==> src/rtl/alu_seq_n_if.sv <==
`default_nettype none
// ============================================================================
// Module      : alu_seq_n_if
// Description : Request/response bundle for the sequential ALU.
//               master : drives start, Operand1, Operand2, Opcode;
//                        observes busy, done, Result, flagC, flagZ.
//               slave  : the ALU side of the same bundle.
// Revision    : 1.0 - initial release
// ============================================================================
interface alu_seq_n_if #(
    parameter int WIDTH = 32
);
    logic                 start;
    logic [WIDTH-1:0]     Operand1;
    logic [WIDTH-1:0]     Operand2;
    logic [3:0]           Opcode;
    logic                 busy;
    logic                 done;
    logic [2*WIDTH-1:0]   Result;
    logic                 flagC;
    logic                 flagZ;

    modport master (
        output start, Operand1, Operand2, Opcode,
        input  busy, done, Result, flagC, flagZ
    );

    modport slave (
        input  start, Operand1, Operand2, Opcode,
        output busy, done, Result, flagC, flagZ
    );
endinterface
`default_nettype wire

==> src/rtl/alu_seq_n.sv <==
`default_nettype none
// ============================================================================
// Module      : alu_seq_n
// Description : Sequential ALU. Single-cycle logic/arithmetic/shift ops,
//               shift-add multiply and restoring divide at one bit per cycle.
// Ports       : clk  - clock, all state on the rising edge
//               rst  - synchronous active-high reset
//               bus  - alu_seq_n_if.slave: start/Operand1/Operand2/Opcode in,
//                      busy/done/Result/flagC/flagZ out
// Revision    : 1.0 - initial release
// ============================================================================
module alu_seq_n #(
    parameter int WIDTH = 32
) (
    input  logic       clk,
    input  logic       rst,
    alu_seq_n_if.slave bus
);
    localparam int               SH         = $clog2(WIDTH);
    localparam logic [SH:0]      c_WIDTH_V  = (SH+1)'(WIDTH);
    localparam logic [WIDTH-1:0] c_ONE      = WIDTH'(1);
    localparam logic [SH-1:0]    c_CNT_ONE  = SH'(1);
    localparam logic [SH-1:0]    c_CNT_LAST = '1;
    localparam logic [3:0]       c_OP_MUL   = 4'd14;
    localparam logic [3:0]       c_OP_DIV   = 4'd15;

    typedef enum logic [1:0] {
        IDLE = 2'd0,
        EXEC = 2'd1,
        MUL  = 2'd2,
        DIV  = 2'd3
    } state_t;

    state_t               state_q, state_d;
    logic [WIDTH-1:0]     op_a_q, op_a_d;
    logic [WIDTH-1:0]     op_b_q, op_b_d;
    logic [3:0]           opcode_q, opcode_d;
    // hi/lo: MUL -> {partial product, remaining multiplier bits}
    //        DIV -> {partial remainder, dividend shifting into quotient}
    logic [WIDTH-1:0]     hi_q, hi_d;
    logic [WIDTH-1:0]     lo_q, lo_d;
    logic [SH-1:0]        cnt_q, cnt_d;
    logic                 done_q, done_d;
    logic [2*WIDTH-1:0]   result_q, result_d;
    logic                 flag_c_q, flag_c_d;
    logic                 flag_z_q, flag_z_d;

    // ------------------------------------------------------------------
    // Single-cycle datapath
    // ------------------------------------------------------------------
    logic [SH-1:0]        w_shamt;
    logic [SH:0]          w_shamt_inv;
    logic [WIDTH:0]       w_add_full, w_sub_full, w_shl_full, w_shr_full;
    logic [WIDTH-1:0]     w_rol, w_ror, w_exec_lo;
    logic                 w_exec_c;
    logic [2*WIDTH-1:0]   w_exec_res;

    always_comb begin
        w_shamt     = op_b_q[SH-1:0];
        // W - s; a shift by the full width yields zero, so s=0 rotates cleanly
        w_shamt_inv = c_WIDTH_V - {1'b0, w_shamt};
        w_add_full  = {1'b0, op_a_q} + {1'b0, op_b_q};
        // top bit of the widened difference is the borrow (A < B)
        w_sub_full  = {1'b0, op_a_q} - {1'b0, op_b_q};
        // extra bit above / below catches the last bit shifted out
        w_shl_full  = {1'b0, op_a_q} << w_shamt;
        w_shr_full  = {op_a_q, 1'b0} >> w_shamt;
        w_rol       = (op_a_q << w_shamt) | (op_a_q >> w_shamt_inv);
        w_ror       = (op_a_q >> w_shamt) | (op_a_q << w_shamt_inv);

        w_exec_lo = '0;
        w_exec_c  = 1'b0;
        case (opcode_q)
            4'd0:  begin w_exec_lo = w_add_full[WIDTH-1:0]; w_exec_c = w_add_full[WIDTH]; end
            4'd1:  begin w_exec_lo = w_sub_full[WIDTH-1:0]; w_exec_c = w_sub_full[WIDTH]; end
            4'd2:  w_exec_lo = op_a_q & op_b_q;
            4'd3:  w_exec_lo = op_a_q | op_b_q;
            4'd4:  w_exec_lo = op_a_q ^ op_b_q;
            4'd5:  w_exec_lo = ~(op_a_q | op_b_q);
            4'd6:  w_exec_lo = ~(op_a_q ^ op_b_q);
            4'd7:  w_exec_lo = ~op_a_q;
            4'd8:  begin w_exec_lo = w_shl_full[WIDTH-1:0]; w_exec_c = w_shl_full[WIDTH]; end
            4'd9:  begin w_exec_lo = w_shr_full[WIDTH:1];   w_exec_c = w_shr_full[0]; end
            4'd10: w_exec_lo = w_rol;
            4'd11: w_exec_lo = w_ror;
            4'd12: begin w_exec_lo = op_a_q + c_ONE; w_exec_c = &op_a_q; end
            4'd13: begin w_exec_lo = op_a_q - c_ONE; w_exec_c = ~|op_a_q; end
            // Divide only reaches this path with a zero divisor
            4'd15: begin w_exec_lo = '1; w_exec_c = 1'b1; end
            default: ;
        endcase
        w_exec_res = {(opcode_q == c_OP_DIV) ? op_a_q : {WIDTH{1'b0}}, w_exec_lo};
    end

    // ------------------------------------------------------------------
    // Iterative step logic
    // ------------------------------------------------------------------
    logic [WIDTH:0]       w_mul_sum;
    logic [WIDTH-1:0]     w_mul_hi, w_mul_lo;
    logic [WIDTH:0]       w_div_shift, w_div_diff;
    logic                 w_div_fit;
    logic [WIDTH-1:0]     w_div_hi, w_div_lo;

    always_comb begin
        // shift-add: add multiplicand when the current multiplier LSB is set,
        // then shift the {carry, hi, lo} chain right by one
        w_mul_sum   = {1'b0, hi_q} + (lo_q[0] ? {1'b0, op_a_q} : {(WIDTH+1){1'b0}});
        w_mul_hi    = w_mul_sum[WIDTH:1];
        w_mul_lo    = {w_mul_sum[0], lo_q[WIDTH-1:1]};
        // restoring divide: bring down next dividend bit, subtract if it fits
        w_div_shift = {hi_q, lo_q[WIDTH-1]};
        w_div_diff  = w_div_shift - {1'b0, op_b_q};
        w_div_fit   = (w_div_shift >= {1'b0, op_b_q});
        w_div_hi    = w_div_fit ? w_div_diff[WIDTH-1:0] : w_div_shift[WIDTH-1:0];
        w_div_lo    = {lo_q[WIDTH-2:0], w_div_fit};
    end

    // ------------------------------------------------------------------
    // FSM next-state and output logic
    // ------------------------------------------------------------------
    logic                 w_fin;
    logic [2*WIDTH-1:0]   w_fin_res;
    logic                 w_fin_c;

    always_comb begin
        state_d   = state_q;
        op_a_d    = op_a_q;
        op_b_d    = op_b_q;
        opcode_d  = opcode_q;
        hi_d      = hi_q;
        lo_d      = lo_q;
        cnt_d     = cnt_q;
        done_d    = 1'b0;
        result_d  = result_q;
        flag_c_d  = flag_c_q;
        flag_z_d  = flag_z_q;
        w_fin     = 1'b0;
        w_fin_res = '0;
        w_fin_c   = 1'b0;

        case (state_q)
            IDLE: begin
                if (bus.start) begin
                    op_a_d   = bus.Operand1;
                    op_b_d   = bus.Operand2;
                    opcode_d = bus.Opcode;
                    hi_d     = '0;
                    cnt_d    = '0;
                    if (bus.Opcode == c_OP_MUL) begin
                        lo_d    = bus.Operand2;
                        state_d = MUL;
                    end else if (bus.Opcode == c_OP_DIV && bus.Operand2 != '0) begin
                        lo_d    = bus.Operand1;
                        state_d = DIV;
                    end else begin
                        state_d = EXEC;
                    end
                end
            end
            EXEC: begin
                w_fin     = 1'b1;
                w_fin_res = w_exec_res;
                w_fin_c   = w_exec_c;
            end
            MUL: begin
                hi_d  = w_mul_hi;
                lo_d  = w_mul_lo;
                cnt_d = cnt_q + c_CNT_ONE;
                if (cnt_q == c_CNT_LAST) begin
                    w_fin     = 1'b1;
                    w_fin_res = {w_mul_hi, w_mul_lo};
                    w_fin_c   = |w_mul_hi;
                end
            end
            DIV: begin
                hi_d  = w_div_hi;
                lo_d  = w_div_lo;
                cnt_d = cnt_q + c_CNT_ONE;
                if (cnt_q == c_CNT_LAST) begin
                    w_fin     = 1'b1;
                    w_fin_res = {w_div_hi, w_div_lo};
                end
            end
            default: state_d = IDLE;
        endcase

        if (w_fin) begin
            state_d  = IDLE;
            done_d   = 1'b1;
            result_d = w_fin_res;
            flag_c_d = w_fin_c;
            flag_z_d = ~|w_fin_res;
        end
    end

    always_ff @(posedge clk) begin
        if (rst) begin
            state_q  <= IDLE;
            op_a_q   <= '0;
            op_b_q   <= '0;
            opcode_q <= '0;
            hi_q     <= '0;
            lo_q     <= '0;
            cnt_q    <= '0;
            done_q   <= 1'b0;
            result_q <= '0;
            flag_c_q <= 1'b0;
            flag_z_q <= 1'b0;
        end else begin
            state_q  <= state_d;
            op_a_q   <= op_a_d;
            op_b_q   <= op_b_d;
            opcode_q <= opcode_d;
            hi_q     <= hi_d;
            lo_q     <= lo_d;
            cnt_q    <= cnt_d;
            done_q   <= done_d;
            result_q <= result_d;
            flag_c_q <= flag_c_d;
            flag_z_q <= flag_z_d;
        end
    end

    assign bus.busy   = (state_q != IDLE);
    assign bus.done   = done_q;
    assign bus.Result = result_q;
    assign bus.flagC  = flag_c_q;
    assign bus.flagZ  = flag_z_q;
endmodule
`default_nettype wire

==> src/flat_wrapper.sv <==
// flat-port wrapper written by rule: the top's interface ports become plain ports
module alu_seq_n_flat 
#(
    parameter int WIDTH = 32
)
  (clk, rst, bus_start, bus_Operand1, bus_Operand2, bus_Opcode, bus_busy, bus_done, bus_Result, bus_flagC, bus_flagZ);
  alu_seq_n_if #(.WIDTH(WIDTH)) bus_i ();
  input  logic clk;
  input  logic rst;
  input wire logic [$bits(bus_i.start)-1:0] bus_start;
  input wire logic [$bits(bus_i.Operand1)-1:0] bus_Operand1;
  input wire logic [$bits(bus_i.Operand2)-1:0] bus_Operand2;
  input wire logic [$bits(bus_i.Opcode)-1:0] bus_Opcode;
  output wire logic [$bits(bus_i.busy)-1:0] bus_busy;
  output wire logic [$bits(bus_i.done)-1:0] bus_done;
  output wire logic [$bits(bus_i.Result)-1:0] bus_Result;
  output wire logic [$bits(bus_i.flagC)-1:0] bus_flagC;
  output wire logic [$bits(bus_i.flagZ)-1:0] bus_flagZ;
  assign bus_i.start = bus_start;
  assign bus_i.Operand1 = bus_Operand1;
  assign bus_i.Operand2 = bus_Operand2;
  assign bus_i.Opcode = bus_Opcode;
  assign bus_busy = bus_i.busy;
  assign bus_done = bus_i.done;
  assign bus_Result = bus_i.Result;
  assign bus_flagC = bus_i.flagC;
  assign bus_flagZ = bus_i.flagZ;
  alu_seq_n #(.WIDTH(WIDTH)) u_core (.clk(clk), .rst(rst), .bus(bus_i));
endmodule
==> config.mk <==
export PLATFORM = sky130hd
export DESIGN_NAME = alu_seq_n_flat
export DESIGN_NICKNAME = d
export VERILOG_FILES = /design/src/rtl/alu_seq_n_if.sv /design/src/rtl/alu_seq_n.sv /design/src/flat_wrapper.sv
export SDC_FILE = /design/constraint.sdc
export NUM_CORES = 2
export LEC_CHECK = 0
export ABC_AREA = 0
export BUFFER_PORTS_ARGS = -buffer_cell sky130_fd_sc_hd__buf_2
export CELL_PAD_IN_SITES_DETAIL_PLACEMENT = 0
export CELL_PAD_IN_SITES_GLOBAL_PLACEMENT = 1
export CORE_MARGIN = 2
export CORE_UTILIZATION = 25
export CTS_CLUSTER_SIZE = 10
export DETAILED_ROUTE_END_ITERATION = 7
export PLACE_DENSITY_LB_ADDON = 0.1
export SLEW_MARGIN = 15
export SYNTH_ARGS = -nofsm -noshare
export SYNTH_HDL_FRONTEND = slang
export SYNTH_SLANG_ARGS = --single-unit
==> constraint.sdc <==
create_clock -name clk -period 6.9 [get_ports clk]
set_clock_uncertainty 0.05 [all_clocks]
set_input_delay 1.035 -clock clk [delete_from_list [all_inputs] [get_ports clk]]
set_output_delay 1.035 -clock clk [all_outputs]
set_load 0.1 [all_outputs]
==> results.py <==
metrics = {
    "floorplan": {
        "initial_utilization_pct": 25.1,
        "ios": 139,
        "core_region_area_um2": 119000,
        "die-area_um2": 123000,
        "die-height_um": 350,
        "rows": 127,
        "die_x_um": 350,
    },
    "route": {
        "drcViolationCount": 0,
        "vias": 37000,
        "antenna_left": 0,
        "route.met2.wl_um": 91400,
        "top_layer_used": "met5",
        "drt_wl_total_um": 231000,
        "vias_per_cell": 6.37,
        "wl_per_cell_um": 39.7,
        "m1WireLength_um": 104000,
        "dr.pass1.iters": 6,
        "met3_length_um": 25800,
        "first_iter_violations": 5067,
    },
    "layout": {
        "n_fill_cell": 13400,
        "multi_input_area_um2": 23900,
        "fin_nets": 4415,
        "area_growth_pct": 13.9,
        "instances_no_fill": 5815,
        "drive_above_1_share_pct": 15.8,
        "seqCellArea_um2": 4150,
    },
    "worst_setup_path": {
        "crit_path_max_fanout": 55,
        "rr_worst_depth": 16,
        "cp.arrival_ns": 7.00,
        "crit_start": "u_core.op_b_q[1]$_SDFFE_PP0P_",
        "endpoint": "u_core.bus.flagZ$_SDFFE_PP0P_",
        "cp-start-kind": "register",
        "ff2ff_setup_slack_ns": 0.40,
        "critPathKind": "register to register",
        "required_ns": 7.40,
        "endpoint_kind": "register",
        "timing.rr.end": "u_core.bus.flagZ$_SDFFE_PP0P_",
        "rr_startpoint": "u_core.op_b_q[1]$_SDFFE_PP0P_",
    },
    "grt": {
        "grt_max_degree": 101,
        "grt_pass1_wl_um": 309000,
        "grt_overflow": 0,
        "grt_pass1_vias": 34100,
        "antenna_found_initial": 16,
        "grt_use_total_pct": 36.2,
    },
    "logic_synthesis": {
        "synth-async-reset-ratio_pct": 0,
        "ys_warn_count": 0,
        "syn_nets": 4399,
        "synth-edff-count": 0,
        "syn_area_per_cell_um2": 7.22,
        "yosysTopAreaCell": "dfxtp_1",
        "synth-seq-cells": 206,
        "yosysSeqAreaShare_pct": 13.7,
        "yosysTopAreaCellShare_pct": 13.7,
        "ys.flop_type": "dfxtp_1",
        "synthesis.area_um2": 30000,
        "ys_types": 100,
        "postSynthCellCount": 4154,
        "synth_area_leaders": "dfxtp_1 14%, ha_1 7.1%, mux4_2 7.0%",
    },
    "placed_design": {
        "hpwlAfterDp_um": 185000,
        "gp_congestion": 1.06,
        "numPortBuffers": 138,
        "placedCellCount": 5750,
    },
    "sta": {
        "slew_headroom_pct": 8.66,
        "fin_hold_ws_ns": 0.408,
        "fin_setup_tns_ns": 0,
        "setup_viol": 0,
        "fin_crit_sh_pct": 94.2,
        "grt_setup_unrepaired": "false",
        "tightestPinTransition_ns": 1.36,
        "finalHoldViolCount": 0,
        "drv_slew": 0,
        "fin_crit_ns": 6.50,
        "fmax_ghz": 0.154,
    },
    "clock_network": {
        "cts-root-buf": "clkbuf_16",
        "cts_resized": 0,
        "clk_pin_slew_ns": 0.06,
        "cts_tree": "yes",
        "cts_buffers": 30,
        "numClockSinks": 206,
        "clkLatencyLatePin_ns": 0.63,
        "clockBufferDepth": 3,
        "cts-hold-fix-buffers": 0,
        "htreeDepth": 1,
        "cts_setup_buffers": 0,
    },
    "power": {
        "total_power_mw": 6.68,
        "p_leak_nw": 12.6,
        "ir_drop_mv": 0.194,
        "p_per_area_nw_per_um2": 196,
    },
    "worst_hold_path": {
        "hp-class": "register to register",
    },
    "run": {
        "cap_violations": 0,
    },
    "run_status": {
        "status": "complete, no violations",
    },
}
==> layout make-up <==
type	count	share of cell area [%]
flip-flops and latches	206	12.1
multi-input cells	3439	70.1
inverters	125	1.37
diodes	11	0.0806
clock inverters	12	0.388
repair buffers	368	7.48
well taps	1612	5.90
clock buffers	42	2.54
==> through the flow <==
step / utilization, % / instance area, um^2 / setup slack, ns
2_1_floorplan: - / 30000 / 1.89
3_3_place_gp: 27.7 / 33100 / 0.732
3_5_place_dp: 27.7 / 33100 / 0.655
4_1_cts: 28.6 / 34100 / 0.609
5_1_grt: 28.6 / 34100 / 0.327
6_report: 28.6 / 34200 / 0.398
==> metal layers <==
metal	up-vias	GRT usage (%)
met4	6	11.9
met2	2191	50.3
li1	15700	-
met1	18800	52.3
met5	-	0
met3	358	11.2
==> cell families (layout without fill, tap and decap cells) <==
family	Yosys count	after routing	synth area share [%]
mux	324	324	15.0
simple gates	1504	1504	23.8
buf+inv	509	547	6.87
flops	206	206	13.7
compound gates	1312	1312	29.6
xor+xnor	125	125	3.65
other cells	0	11	0
fa+ha+maj	174	174	7.36
==> layout by cell type (no fill, tap or decap), types with 29 or more instances in the layout <==
cell         n
nor2b_1     39
mux2i_1    167
a22o_1      50
or3_1       29
nor4_1      67
clkbuf_16   31
o22ai_1     52
xnor2_1     90
a221oi_1    37
nand3_1     99
inv_1      116
xor2_1      32
buf_4      220
a21o_1      47
a211oi_1    73
dfxtp_1    194
nand2_1    501
buf_2      137
o21ai_0    242
nor3_1     114
and3_1      30
nor2_1     367
and2_1      54
mux2_2      64
a21oi_1    321
o211ai_1    71
nand4_1     58
a31oi_1     42
ha_1       167
mux4_2      93
a22oi_1     53
==> state kept, by name (all words and copies together), names as in the netlist <==
signal             count
u_core.bus.flagZ       1
u_core.op_b_q         32
u_core.cnt_q           5
u_core.bus.Result     64
u_core.opcode_q        4
u_core.bus.flagC       1
u_core.state_q         2
u_core.hi_q           32
u_core.op_a_q         32
u_core.bus.done        1
u_core.lo_q           32
==> worst max-delay path, stage by stage, from the launching register on <==
cell and delay [ns]:
dfxtp_4 0.55, inv_1 0.28, ha_4 0.85, buf_4 0.34
mux4_2 0.35, nand2_1 0.08, o21ai_0 0.46, a221oi_1 0.78
nand4_1 0.24, o21ai_0 0.84, and3_1 0.26, nand4_1 0.07
nor4_1 0.49, buf_4 0.23, nand4_1 0.12, nor4_2 0.20
a32o_2 0.19
==> Yosys cell counts (all sizes together) (58+ instances only) <==
library cell	count
xnor2	92
a211oi	78
buf	119
nand2	503
mux2	64
nand4	58
nor2	371
mux2i	167
nor3	118
clkbuf	265
nand3	100
ha	170
mux4	93
inv	117
o211ai	71
dfxtp	206
o21ai	244
nor4	71
a21oi	321
==> worst min-delay path by stage <==
| stage | startpoint | endpoint | slack (ns) | depth (start not counted) |
|---|---|---|---|---|
| after global routing | u_core.bus.Result[56]$_SDFFE_PP0P_ | u_core.bus.Result[56]$_SDFFE_PP0P_ | 0.43 | 2 |
| final | u_core.bus.Result[27]$_SDFFE_PP0P_ | u_core.bus.Result[27]$_SDFFE_PP0P_ | 0.41 | 2 |
| after detailed placement | u_core.bus.Result[46]$_SDFFE_PP0P_ | u_core.bus.Result[46]$_SDFFE_PP0P_ | 0.39 | 2 |
| after global placement | u_core.bus.Result[27]$_SDFFE_PP0P_ | u_core.bus.Result[27]$_SDFFE_PP0P_ | 0.38 | 2 |
| after CTS | u_core.bus.Result[46]$_SDFFE_PP0P_ | u_core.bus.Result[46]$_SDFFE_PP0P_ | 0.41 | 2 |
| after floorplan | u_core.op_b_q[10]$_SDFFE_PP0P_ | u_core.op_b_q[10]$_SDFFE_PP0P_ | 0.40 | 2 |
==> power breakdown <==
group | internal (mW) | switching [mW]
sequential | 1.26 | 0.158
clock | 0.947 | 0.697
combinational | 1.12 | 2.50
(Power assumes the default switching activity.)
